===== config.mk =====
export PLATFORM = sky130hd
export DESIGN_NAME = timekeeper
export DESIGN_NICKNAME = d
export VERILOG_FILES = /design/src/rtl/timekeeper.sv
export SDC_FILE = /design/constraint.sdc
export NUM_CORES = 1
export LEC_CHECK = 0
export ABC_CLOCK_PERIOD_IN_PS = 1730
export CAP_MARGIN = 0
export CORE_UTILIZATION = 45
export DETAILED_ROUTE_END_ITERATION = 10
export PLACE_DENSITY_LB_ADDON = 0.05
export SYNTH_ARGS = -nofsm -noshare
export SYNTH_HDL_FRONTEND = slang
export SYNTH_SLANG_ARGS = --single-unit

===== constraint.sdc =====
create_clock -name clk_100m -period 1.73 [get_ports clk_100m]
set_clock_uncertainty 0.1 [all_clocks]
set_input_delay 0.173 -clock clk_100m [delete_from_list [all_inputs] [get_ports clk_100m]]
set_output_delay 0.173 -clock clk_100m [all_outputs]
set_load 0.03 [all_outputs]

===== src/rtl/timekeeper.sv =====
// 24-hour BCD time-of-day counter advanced by a synchronized 1 Hz edge, with hold/adjust and hourly chime.
// sec_tick 3 cycles after the first sampling edge; digits update on the tick edge; chimes 1 cycle later.
module timekeeper #(
  parameter bit CHIME_EN = 1'b1
) (
  input  logic       clk_100m,
  input  logic       cr,
  input  logic       clk_1hz,
  input  logic       hold,
  input  logic       adj_min,
  input  logic       adj_hour,
  output logic [1:0] hour_h,
  output logic [3:0] hour_l,
  output logic [2:0] min_h,
  output logic [3:0] min_l,
  output logic [2:0] sec_h,
  output logic [3:0] sec_l,
  output logic       sec_tick,
  output logic       chime_lo,
  output logic       chime_hi
);

  logic sync_q1, sync_q2, hist_q;
  logic vld_q1, vld_q2, armed_q;

  // armed only after a genuine low has been sampled, so a high input at reset release cannot tick
  always_ff @(posedge clk_100m) begin
    if (cr) begin
      sync_q1  <= 1'b0;
      sync_q2  <= 1'b0;
      hist_q   <= 1'b0;
      vld_q1   <= 1'b0;
      vld_q2   <= 1'b0;
      armed_q  <= 1'b0;
      sec_tick <= 1'b0;
    end else begin
      sync_q1  <= clk_1hz;
      sync_q2  <= sync_q1;
      hist_q   <= sync_q2;
      vld_q1   <= 1'b1;
      vld_q2   <= vld_q1;
      if (vld_q2 && !sync_q2) armed_q <= 1'b1;
      sec_tick <= sync_q2 && !hist_q && armed_q;
    end
  end

  logic       sec_wrap, min_wrap, hour_wrap;
  logic [2:0] sec_inc_h, min_inc_h;
  logic [3:0] sec_inc_l, min_inc_l, hour_inc_l;
  logic [1:0] hour_inc_h;

  always_comb begin
    sec_wrap  = (sec_h == 3'd5) && (sec_l == 4'd9);
    min_wrap  = (min_h == 3'd5) && (min_l == 4'd9);
    hour_wrap = (hour_h == 2'd2) && (hour_l == 4'd3);
    sec_inc_h = sec_h;
    sec_inc_l = sec_l + 4'd1;
    if (sec_wrap) begin
      sec_inc_h = 3'd0;
      sec_inc_l = 4'd0;
    end else if (sec_l == 4'd9) begin
      sec_inc_h = sec_h + 3'd1;
      sec_inc_l = 4'd0;
    end
    min_inc_h = min_h;
    min_inc_l = min_l + 4'd1;
    if (min_wrap) begin
      min_inc_h = 3'd0;
      min_inc_l = 4'd0;
    end else if (min_l == 4'd9) begin
      min_inc_h = min_h + 3'd1;
      min_inc_l = 4'd0;
    end
    hour_inc_h = hour_h;
    hour_inc_l = hour_l + 4'd1;
    if (hour_wrap) begin
      hour_inc_h = 2'd0;
      hour_inc_l = 4'd0;
    end else if (hour_l == 4'd9) begin
      hour_inc_h = hour_h + 2'd1;
      hour_inc_l = 4'd0;
    end
  end

  logic [1:0] hour_h_n;
  logic [3:0] hour_l_n, min_l_n, sec_l_n;
  logic [2:0] min_h_n, sec_h_n;

  always_comb begin
    hour_h_n = hour_h;
    hour_l_n = hour_l;
    min_h_n  = min_h;
    min_l_n  = min_l;
    sec_h_n  = sec_h;
    sec_l_n  = sec_l;
    if (sec_tick && !hold) begin
      if (adj_min || adj_hour) begin
        sec_h_n = 3'd0;
        sec_l_n = 4'd0;
        if (adj_min) begin
          min_h_n = min_inc_h;
          min_l_n = min_inc_l;
        end
        if (adj_hour) begin
          hour_h_n = hour_inc_h;
          hour_l_n = hour_inc_l;
        end
      end else begin
        sec_h_n = sec_inc_h;
        sec_l_n = sec_inc_l;
        if (sec_wrap) begin
          min_h_n = min_inc_h;
          min_l_n = min_inc_l;
          if (min_wrap) begin
            hour_h_n = hour_inc_h;
            hour_l_n = hour_inc_l;
          end
        end
      end
    end
  end

  logic chime_lo_n, chime_hi_n, chime_ok;

  always_comb begin
    chime_ok   = CHIME_EN && !hold && !adj_min && !adj_hour && min_wrap && (sec_h == 3'd5);
    chime_lo_n = chime_ok && ((sec_l == 4'd1) || (sec_l == 4'd3) ||
                              (sec_l == 4'd5) || (sec_l == 4'd7));
    chime_hi_n = chime_ok && (sec_l == 4'd9);
  end

  always_ff @(posedge clk_100m) begin
    if (cr) begin
      hour_h   <= 2'd0;
      hour_l   <= 4'd0;
      min_h    <= 3'd0;
      min_l    <= 4'd0;
      sec_h    <= 3'd0;
      sec_l    <= 4'd0;
      chime_lo <= 1'b0;
      chime_hi <= 1'b0;
    end else begin
      hour_h   <= hour_h_n;
      hour_l   <= hour_l_n;
      min_h    <= min_h_n;
      min_l    <= min_l_n;
      sec_h    <= sec_h_n;
      sec_l    <= sec_l_n;
      chime_lo <= chime_lo_n;
      chime_hi <= chime_hi_n;
    end
  end

endmodule

==> metrics.cfg <==
[critical_path]
reg2regPathDepth = 6
reg2reg_from = min_l[1]
end_kind = flip-flop
crit_path_max_incr_delay_ns = 0.49
reg2reg_to = hour_l[0]
slowest_stage = or4_1
worstPathMaxFanout = 5
crit_required_ns = 1.90
reg2reg_slack_ns = -0.007
start_kind = flip-flop
crit_arrival_ns = 1.91
critPathKind = reg2reg
crit_path_cell_trace = inv_1 > ha_2 > and3b_2 > a41oi_4 > or4_1 > a21oi_1

[yosys]
yosysSeqAreaShare = 0.4024
syn_area_um2 = 1443
syn_nets = 174
yosys_register_bits = 29
yosys_warnings = 0
synth.distinct_cells = 40
synth_top_area_cell = dfxtp_1
ys.flop_type = dfxtp_1
synth_area_leaders = dfxtp_1 (40%), ha_1 (8.7%), a21oi_1 (4.5%)
syn_inst = 158
synth_top_cell_area_share = 0.4024
synth_edf_count = 0
avgSynthCellArea_um2 = 9.131
synth-async-reset-ratio = 0

[global_route]
grt_max_degree = 13
antenna_found_initial = 0
grt_pass1_wl_mm = 5.782
track_usage = 0.2270
gr-total-overflow = 0
grt_pass1_vias = 1307

[clock_network]
cts_root_buf = clkbuf_4
clk_latency_ns = 0.34
cts.sinks = 29
hold_buffers = 0
cts_made_buffers = 5
clk_pin_slew_ns = 0.11
cts_tree = yes
htree_levels = 2
clk_path_buf_depth = 2

[layout]
antennaDiodeCount = 0
nets = 235
final_area_um2 = 2148
area_growth_syn_to_layout_pct = 48.92
drive_above_1_share = 0.3500

[sta]
worst_slack_ns = -0.006559
tightest_slew_ns = 0.3153
finalSetupViolations = 3
max_freq_ghz = 0.5759
drv_slew = 0
relSlewSlack = 0.7871
post-route-period-util = 1.004
period_minus_slack_ns = 1.737
rsz0062_at_grt = yes
hold_violations = 0

[power_and_ir_drop]
seq_power_share = 0.575
power_mw = 1.163
pwr-share-comb = 0.055
p_switching_uw = 306.2
p_per_area_nw_per_um2 = 541.4
internal-power_uw = 857.0
power_frac_clock = 0.369
vdd_drop_max_mv = 0.4403
p_sw_frac = 0.2632
power.static_leakage_nw = 0.9541

[route]
wire_per_inst_um = 13.82
drtIter0Drc = 44
routed_wirelength_mm = 3.648
routed_via_density = 5.360
drt_pass1_iterations = 4
via_count = 1415
drc_errors = 0
ant_nets = 0

[min_path]
min-delay-start = clk_1hz
whs_path_depth = 2
hold_end = sync_q1
hold_class = in2reg

[floorplan]
die_w_um = 58.62
num_rows = 20
core-area_um2 = 3053
io_pins = 29
die-area_um2 = 3436
initial_utilization = 0.4725
die_h_um = 58.62

[outcome]
violations = negative setup slack
status = complete, but fails checks

[job]
drv_cap = 0

[placed_design]
dpl_cell_area_um2 = 1979
gp_congestion = 0.7884
portBuffers = 28
hpwlAfterDp_mm = 2.557
post-place-ws_ns = -0.2354

power by group through the flow:
stage          Clock, mW  Combinational, mW  Sequential, mW
3_5_place_dp           0             0.0597           0.685
6_report           0.429             0.0645           0.669
2_1_floorplan          0             0.0256           0.686
5_1_grt            0.469             0.0687           0.670
3_3_place_gp           0             0.0584           0.684
4_1_cts            0.430             0.0626           0.669
logic make-up (layout without fill, tap and decap cells):
family                     Yosys count  count (layout)  synth area share
and+or+nand+nor                     60              60            0.2507
AOI/OAI and AO/OA                   39              39            0.1856
adders and majority gates           10              10           0.08673
buffers and inverters               16              78           0.05030
xor gates and xnor gates             4               4           0.02429
DFF                                 29              29            0.4024
layout by cell type (no fill, tap or decap), drive strengths merged, types with 2 or more instances in the layout:
cell and instances:
inv 11, dlymetal6s2s 5, nor3 4, nand4 6
clkbuf 5, a211oi 3, and4bb 2, and3b 4
or3 3, clkinvlp 2, o311ai 2, nand2 7
nor2 12, clkdlybuf4s50 11, nor2b 5, nand3b 2
ha 10, or4 6, and2 4, dfxtp 29
dlygate4sd2 12, o21ai 10, nand3 3, a21oi 13
xor2 3, buf 32
flip-flops by register name, summed over array words and instances (netlist names), 2 cells and up:
register and cells:
sec_h 3, hour_h 2, sec_l 4, min_h 3
min_l 4, hour_l 4
final cells by class:
| type | instances | area (µm²) |
|---|---|---|
| Inverter | 10 | 40.04 |
| Sequential cell | 29 | 606.8 |
| Timing Repair Buffer | 60 | 526.8 |
| Clock buffer | 5 | 37.54 |
| Tap cell | 44 | 55.05 |
| Fill cell | 268 | 904.6 |
| Clock inverter | 3 | 21.27 |
| Multi-Input combinational cell | 113 | 860.8 |
synth_stat cells (3+ instances only):
cell type,instances
and2_1,3
ha_1,10
nor3_1,4
nand4_1,6
inv_1,10
xor2_1,3
nor2b_1,5
nand2_1,7
clkbuf_1,3
dfxtp_1,29
or4_1,6
a21oi_1,13
or3_1,3
a211oi_1,3
o21ai_0,10
nand3_1,3
nor2_1,12
routing by layer:
layer  track usage  share of wire  up-vias
met3       0.05495          0.046        7
met4        0.1156          0.017        0
li1              -              -      698
met5             0              0        -
met2        0.3777           0.50       41
met1        0.2730           0.44      669
worst max-delay path by stage:
stage                   from   endpoint  slack [ns]  cells past startpoint
floorplan           min_l[0]  hour_l[1]       -0.01                      6
global placement        hold   min_h[1]       -0.17                      6
detailed placement      hold   min_h[0]       -0.24                      6
CTS                 min_l[1]   min_l[2]      -0.007                      6
global route        sec_l[1]  hour_l[0]       -0.07                      6
finish              min_l[1]  hour_l[0]      -0.007                      6
timing repair:
item | CTS | global route
buffers inserted | 3 | 2
pin swaps | 10 | 5
resized for setup | 20 | 19
setup endpoints to repair | 20 | 17
gates cloned | 1 | 0
hold endpoints to repair | 0 | 0
through the flow:
| stage | util | setup TNS, ns | instances | hold WS, ns |
|---|---|---|---|---|
| CTS | 0.6783 | -0.02177 | 262 | 0.2642 |
| global placement | 0.6484 | -0.9794 | 250 | 0.3187 |
| global route | 0.7037 | -0.3471 | 264 | 0.2612 |
| floorplan | - | -0.01360 | 158 | 0.1829 |
| detailed placement | 0.6484 | -1.478 | 250 | 0.3223 |
| finish | 0.7037 | -0.01313 | 264 | 0.2774 |
worst max-delay path: cells and delay by family, from the launching register on:
| family | cells | cell delay [ns] |
|---|---|---|
| buffers and inverters | 1 | 0.05 |
| AND/OR/NAND/NOR | 2 | 0.73 |
| flip-flops | 1 | 0.36 |
| adder cells (fa/ha/maj) | 1 | 0.17 |
| AO/OA/AOI/OAI | 2 | 0.27 |
(Power assumes the default switching activity.)
